===== config.mk =====
export PLATFORM = sky130hd
export DESIGN_NAME = trap_dump_unit
export DESIGN_NICKNAME = d
export VERILOG_FILES = /design/src/rtl/trap_dump_unit.sv
export SDC_FILE = /design/constraint.sdc
export NUM_CORES = 1
export LEC_CHECK = 0
export CAP_MARGIN = 0
export CORE_ASPECT_RATIO = 1.5
export CORE_MARGIN = 2
export CORE_UTILIZATION = 45
export CTS_BUF_LIST = sky130_fd_sc_hd__clkbuf_2
export DETAILED_ROUTE_END_ITERATION = 16
export GPL_TIMING_DRIVEN = 0
export MAX_ROUTING_LAYER = met4
export PLACE_DENSITY_LB_ADDON = 0.15
export SLEW_MARGIN = 15
export SYNTH_ARGS = -nofsm -noshare
export SYNTH_HDL_FRONTEND = slang
export SYNTH_SLANG_ARGS = --single-unit

===== constraint.sdc =====
create_clock -name clk -period 2.2 [get_ports clk]
set_input_delay 0.22 -clock clk [delete_from_list [all_inputs] [get_ports clk]]
set_output_delay 0.22 -clock clk [all_outputs]
set_load 0.1 [all_outputs]

===== src/rtl/trap_dump_unit.sv =====
//------------------------------------------------------------------------------
// trap_dump_unit: halts the DLX pipeline on TRAP 0x300 and streams the
// data-memory dump window out as (address, big-endian word) beats.
// Revision: 1.0
//------------------------------------------------------------------------------
`default_nettype none

module trap_dump_unit #(
  parameter logic [31:0] DUMP_BASE = 32'h0000_2000,
  parameter logic [31:0] DUMP_END  = 32'h0000_2100,
  parameter logic [31:0] TRAP_WORD = 32'h4400_0300
) (
  input  logic        clk,
  input  logic        rst,
  input  logic [31:0] instr_i,
  input  logic        instr_valid_i,
  output logic        halt_o,
  output logic        mem_rd_en_o,
  output logic [31:0] mem_addr_o,
  input  logic [31:0] mem_rdata_i,
  output logic        dump_valid_o,
  input  logic        dump_ready_i,
  output logic [31:0] dump_addr_o,
  output logic [31:0] dump_data_o,
  output logic        dump_last_o,
  output logic        done_o
);

  localparam logic [31:0] LAST_ADDR = DUMP_END - 32'd4;

  typedef enum logic [2:0] {
    S_IDLE = 3'd0,
    S_RD   = 3'd1,
    S_CAP  = 3'd2,
    S_SEND = 3'd3,
    S_DONE = 3'd4
  } state_e;

  state_e      state_q, state_d;
  logic [31:0] cur_addr_q, cur_addr_d;
  logic [31:0] mem_addr_q, mem_addr_d;
  logic [31:0] data_q, data_d;
  logic [31:0] addr_q, addr_d;

  logic        is_last;
  logic        trap_hit;

  assign is_last  = (addr_q == LAST_ADDR);
  assign trap_hit = instr_valid_i && (instr_i == TRAP_WORD);

  always_ff @(posedge clk) begin
    if (rst) begin
      state_q    <= S_IDLE;
      cur_addr_q <= 32'd0;
      mem_addr_q <= 32'd0;
      data_q     <= 32'd0;
      addr_q     <= 32'd0;
    end else begin
      state_q    <= state_d;
      cur_addr_q <= cur_addr_d;
      mem_addr_q <= mem_addr_d;
      data_q     <= data_d;
      addr_q     <= addr_d;
    end
  end

  // mem_addr is loaded on entry to RD so it matches cur_addr there and holds afterwards
  always_comb begin
    state_d    = state_q;
    cur_addr_d = cur_addr_q;
    mem_addr_d = mem_addr_q;
    data_d     = data_q;
    addr_d     = addr_q;
    case (state_q)
      S_IDLE: begin
        if (trap_hit) begin
          cur_addr_d = DUMP_BASE;
          mem_addr_d = DUMP_BASE;
          state_d    = S_RD;
        end
      end
      S_RD: begin
        state_d = S_CAP;
      end
      S_CAP: begin
        data_d  = mem_rdata_i;
        addr_d  = cur_addr_q;
        state_d = S_SEND;
      end
      S_SEND: begin
        if (dump_ready_i) begin
          if (is_last) begin
            state_d = S_DONE;
          end else begin
            cur_addr_d = cur_addr_q + 32'd4;
            mem_addr_d = cur_addr_q + 32'd4;
            state_d    = S_RD;
          end
        end
      end
      S_DONE: begin
        state_d = S_DONE;
      end
      default: begin
        state_d = S_IDLE;
      end
    endcase
  end

  assign halt_o       = (state_q != S_IDLE);
  assign mem_rd_en_o  = (state_q == S_RD);
  assign mem_addr_o   = mem_addr_q;
  assign dump_valid_o = (state_q == S_SEND);
  assign dump_addr_o  = addr_q;
  assign dump_data_o  = data_q;
  assign dump_last_o  = (state_q == S_SEND) && is_last;
  assign done_o       = (state_q == S_DONE);

endmodule

`default_nettype wire


==> impl.org <==
** Final layout
- Of the cells placed in the final design, the portion with a size suffix greater than 1 is 0.174.
- Number of diodes added for antenna fixing :: 0
- Commonest non-fill, non-tap cells in the layout :: nand2_1, a21oi_1, dlygate4sd2_1
- Leaving out fill and tap cells, the most frequent cell in the layout is nand2_1.
- Area of combinational cells with multiple inputs :: roughly 0.0022 mm^2
- Area growth from synthesis to final layout :: 49.1%
- The final layout contains around 800 nets.
- Area of all sequential standard cells :: 0.00199 mm^2
- Fill cells in the final layout number 803.

** Detailed routing
- Number of nets with antenna violations after detailed routing :: 0
- Number of optimization iterations in the first detailed-route pass :: 5
- In the routed design, unresolved DRC markers number 0.
- Vias per cell :: 5.63
- For this block, the routed nets add up to approximately 14000 um of wire.
- For this block, the via count after detailed routing is 4699.
- The first routing iteration left roughly 380 violations.
- DR WL/cell :: 16.4 um

** Global routing
- The first global-routing pass estimated 20600 um of wire.
- Across every metal layer, demand over resource in global routing totals 0.275.
- The initial antenna violation count came to 0.
- Gr ovfl total :: 0
- The via count of the first global-routing pass was 4408.
- Entering global routing, the biggest net connects 16 pins.

** Worst hold path
- Launch instance of the worst min-delay path :: mem_rdata_i[30]
- The worst hold path passes through 3 cells.
- Hold endpoint :: dump_data_o[30]$_SDFFE_PP0P_
- Hold WC Path Type :: in -> reg

** Placed design
- HPWL Detailed :: around 10000 um
- Setup slack after placement :: -0.780 ns
- Routability-driven placement finished with a final weighted congestion of a little over 0.9.
- Port buffering added 164 buffers.

** Pwr
- Leakage :: ~2.5 nW
- The share of total power dissipated in sequential elements is 0.642.
- The share of total power dissipated in combinational logic is 0.076.
- For this design the total switching power over the nets is between 600 and 700 uW.
- Dividing total power by cell area gives a power density of roughly 430 mW/mm^2.
- Peak supply drop :: 0.366 mV
- Cell internal power was estimated by the tool at 1.98 mW.
- Of the total power, the clock network draws 0.283.
- Post-layout power :: 2.67 mW
- Of the total power, the share spent switching nets is 0.259.

** STA
- Fin Hold WS :: 0.139 ns
- Maximum frequency from static timing analysis :: approximately 0.45 GHz
- Endpoints failing setup :: 1
- Headroom to the max-slew limit came out at 0.340.
- Ratio of final minimum period to clock period :: 1.01
- The routed design could run at a clock period as short as approximately 2.2 ns.
- Once routing completed, OpenROAD measured the worst setup slack at -0.0205 ns.
- Across the routed clock network, the largest skew measured is 0.0296 ns.
- Final max-slew violation count :: 0
- At the pin with the least slew margin, the transition time is roughly 0.99 ns.
- Number of hold violations in the final report :: 0
- Setup TNS :: -0.0205 ns
- Setup repair after global routing could not meet its margin everywhere.

** Floorplan
- Initial core utilization :: 0.457
- The die covers 0.0101 mm^2.
- Num ports :: 169
- Die width :: 82.7 um
- Count of standard-cell rows :: 43
- Die H :: 122 um
- The region available for standard cell placement spans slightly above 0.009 mm^2.

** Logic synthesis
- Cell type with the largest total area after synthesis :: dfxtp_1
- Post-synthesis compound-gate area fraction :: 0.211
- Of the total synthesized cell area, the portion taken by XOR and XNOR cells is 0.
- After synthesis the netlist holds a flip-flop and latch count of 95.
- Post-synth EDFFs :: 0
- Primary FF master, synth :: dfxtp_1
- Measured against the total synthesized area, the mux share comes to 0.
- Of the post-synthesis cell area, the dominant cell type holds 0.455.
- Register area share after synthesis :: 0.455
- Unique masters post-synth :: 55
- Count of yosys warnings during synthesis :: 0
- Avg Synthesized Cell Area :: 7.86 um^2
- Simple logic cell fraction of the synthesized area :: 0.270
- After synthesis, the share of flip-flops with an asynchronous set or reset is 0.
- Synth Cell Area :: 0.00418 mm^2
- Largest family of logic cells by synthesized area :: simple AND/OR/NAND/NOR gates
- Synthesized instance count :: 532
- Of the total synthesized cell area, the portion taken by full adders, half adders and majority gates is 0.00299.
- Top area cells in the synthesized netlist :: dfxtp_1, nand2_1, a21oi_1, a311oi_1, clkbuf_1

** Setup path
- Measured in cells, the most critical reg-to-reg path has a length of 6.
- Max FO, Critical Path :: 3
- Tracing the worst setup path back leads to its startpoint at dump_addr_o[31]$_SDFFE_PP0P_.
- Nature of the critical path startpoint :: flop
- Required arrival time at the worst endpoint :: 1.98 ns
- Broken down by cell family, the worst path's largest delay share belongs to simple AND/OR/NAND/NOR gates.
- Standard cell with the maximum stage delay on the critical path :: dfxtp_2
- CP cell instances :: nor4_2 -> nand4_1 -> buf_4 -> nor3_4 -> buf_12
- The startpoint identified for the worst register-to-register timing path is mem_addr_o[2]$_SDFFE_PP0P_.
- Critical path data arrival time :: 2.00 ns
- Together, buffers and inverters on the worst path number 2.
- The worst setup path is captured at a primary output.
- Setup CP Type :: reg -> out
- The endpoint identified for the worst register-to-register timing path is mem_addr_o[30]$_SDFFE_PP0P_.
- The largest single stage delay on the critical path is 0.41 ns.
- Register-to-Register Setup Slack :: roughly 0.010 ns

** Clocking
- Clk sink count :: 95
- Clock-pin transition on the worst setup and hold timing paths :: 0.26 ns
- H-tree Lvls :: 3
- Later-pin clock latency in the skew report :: between 0.5 and 0.6 ns
- Bufs on Longest Clock Path :: 2
- In this run the clock root is driven by a clkbuf_2.
- CTS tree :: built
- Buffers inserted during clock tree synthesis total 9.

** Run status
- Status :: finished with violations
- The checks that failed: setup timing.

** Run
- Reported max-cap violation count :: 0
[metrics by stage]
stage,area [um^2],util,instances
after detailed placement,6090,0.666,811
after global routing,6230,0.681,835
after global placement,6090,0.666,811
after CTS,6180,0.676,831
after floorplan,4310,-,535
final,6230,0.681,835
[power by group through the flow]
stage / clock (mW) / sequential, mW / combinational, mW
after floorplan: 0 / 1.75 / 0.0659
after global placement: 0 / 1.75 / 0.197
after detailed placement: 0 / 1.75 / 0.200
after CTS: 0.761 / 1.71 / 0.201
after global routing: 0.836 / 1.71 / 0.213
final: 0.754 / 1.71 / 0.202
[cell usage after synthesis (2+ instances only)]
cell / n
o32ai_1: 3
or4_4: 2
a21o_1: 5
or4_1: 2
buf_2: 6
buf_4: 4
nand4_1: 17
nor4b_1: 4
o21ai_0: 8
and3_1: 7
a21oi_1: 82
dfxtp_1: 95
and2_1: 2
a211oi_1: 2
nor4_1: 11
a41oi_1: 2
nor4bb_1: 2
nor3_1: 8
clkbuf_1: 29
nor3b_1: 3
a31oi_1: 13
nand3_1: 9
nand2_1: 148
nor2_1: 11
o21ai_1: 2
buf_6: 4
nand4b_1: 2
inv_1: 8
a311oi_1: 14
a22oi_1: 2
[worst min-delay path: cells and delay by family]
family / cells / cell delay (ns)
buffers and inverters: 1 / 0.40
and+or+nand+nor: 1 / 0.06
AOI/OAI and AO/OA: 1 / 0.05
[repair_timing]
item	CTS	global route
setup endpoints to repair	127	35
hold buffers	0	0
gates resized for setup	138	36
pin swaps	3	2
setup buffers	4	4
[kinds of logic after synthesis]
family,Yosys count
AOI/OAI and AO/OA,145
buffers and inverters,53
and+or+nand+nor,237
other,1
DFF,95
adders and majority gates,1
[metal layers]
layer  wire length (um)  GRT usage  share of wire
met1               5110      0.296           0.37
met2               7120      0.465           0.52
met3               1020     0.0615          0.074
met4                463      0.135          0.034
met5                  0          -              0
[registers in the layout, indices dropped and copies added (netlist names)]
| register | count |
|---|---|
| dump_data_o | 32 |
| dump_addr_o | 30 |
| mem_addr_o | 30 |
| state_q | 3 |
[layout make-up]
class / count / share of cell area
multi-input cells: 387 / 0.345
clock inverters: 6 / 0.00582
well taps: 112 / 0.0225
repair buffers: 172 / 0.255
flip-flops and latches: 95 / 0.319
inverters: 9 / 0.00542
plain buffers: 44 / 0.0387
clock buffers: 10 / 0.00803
[worst max path at each step]
stage	endpoint	slack (ns)	depth (start not counted)
after CTS	dump_last_o	-0.02	5
after global routing	dump_last_o	-0.15	5
after global placement	dump_valid_o	-0.75	6
after detailed placement	dump_valid_o	-0.78	6
final	dump_last_o	-0.02	5
after floorplan	state_q[2]$_SDFFE_PP0P_	-0.15	5
No activity file was read; power rests on OpenSTA's default activity.
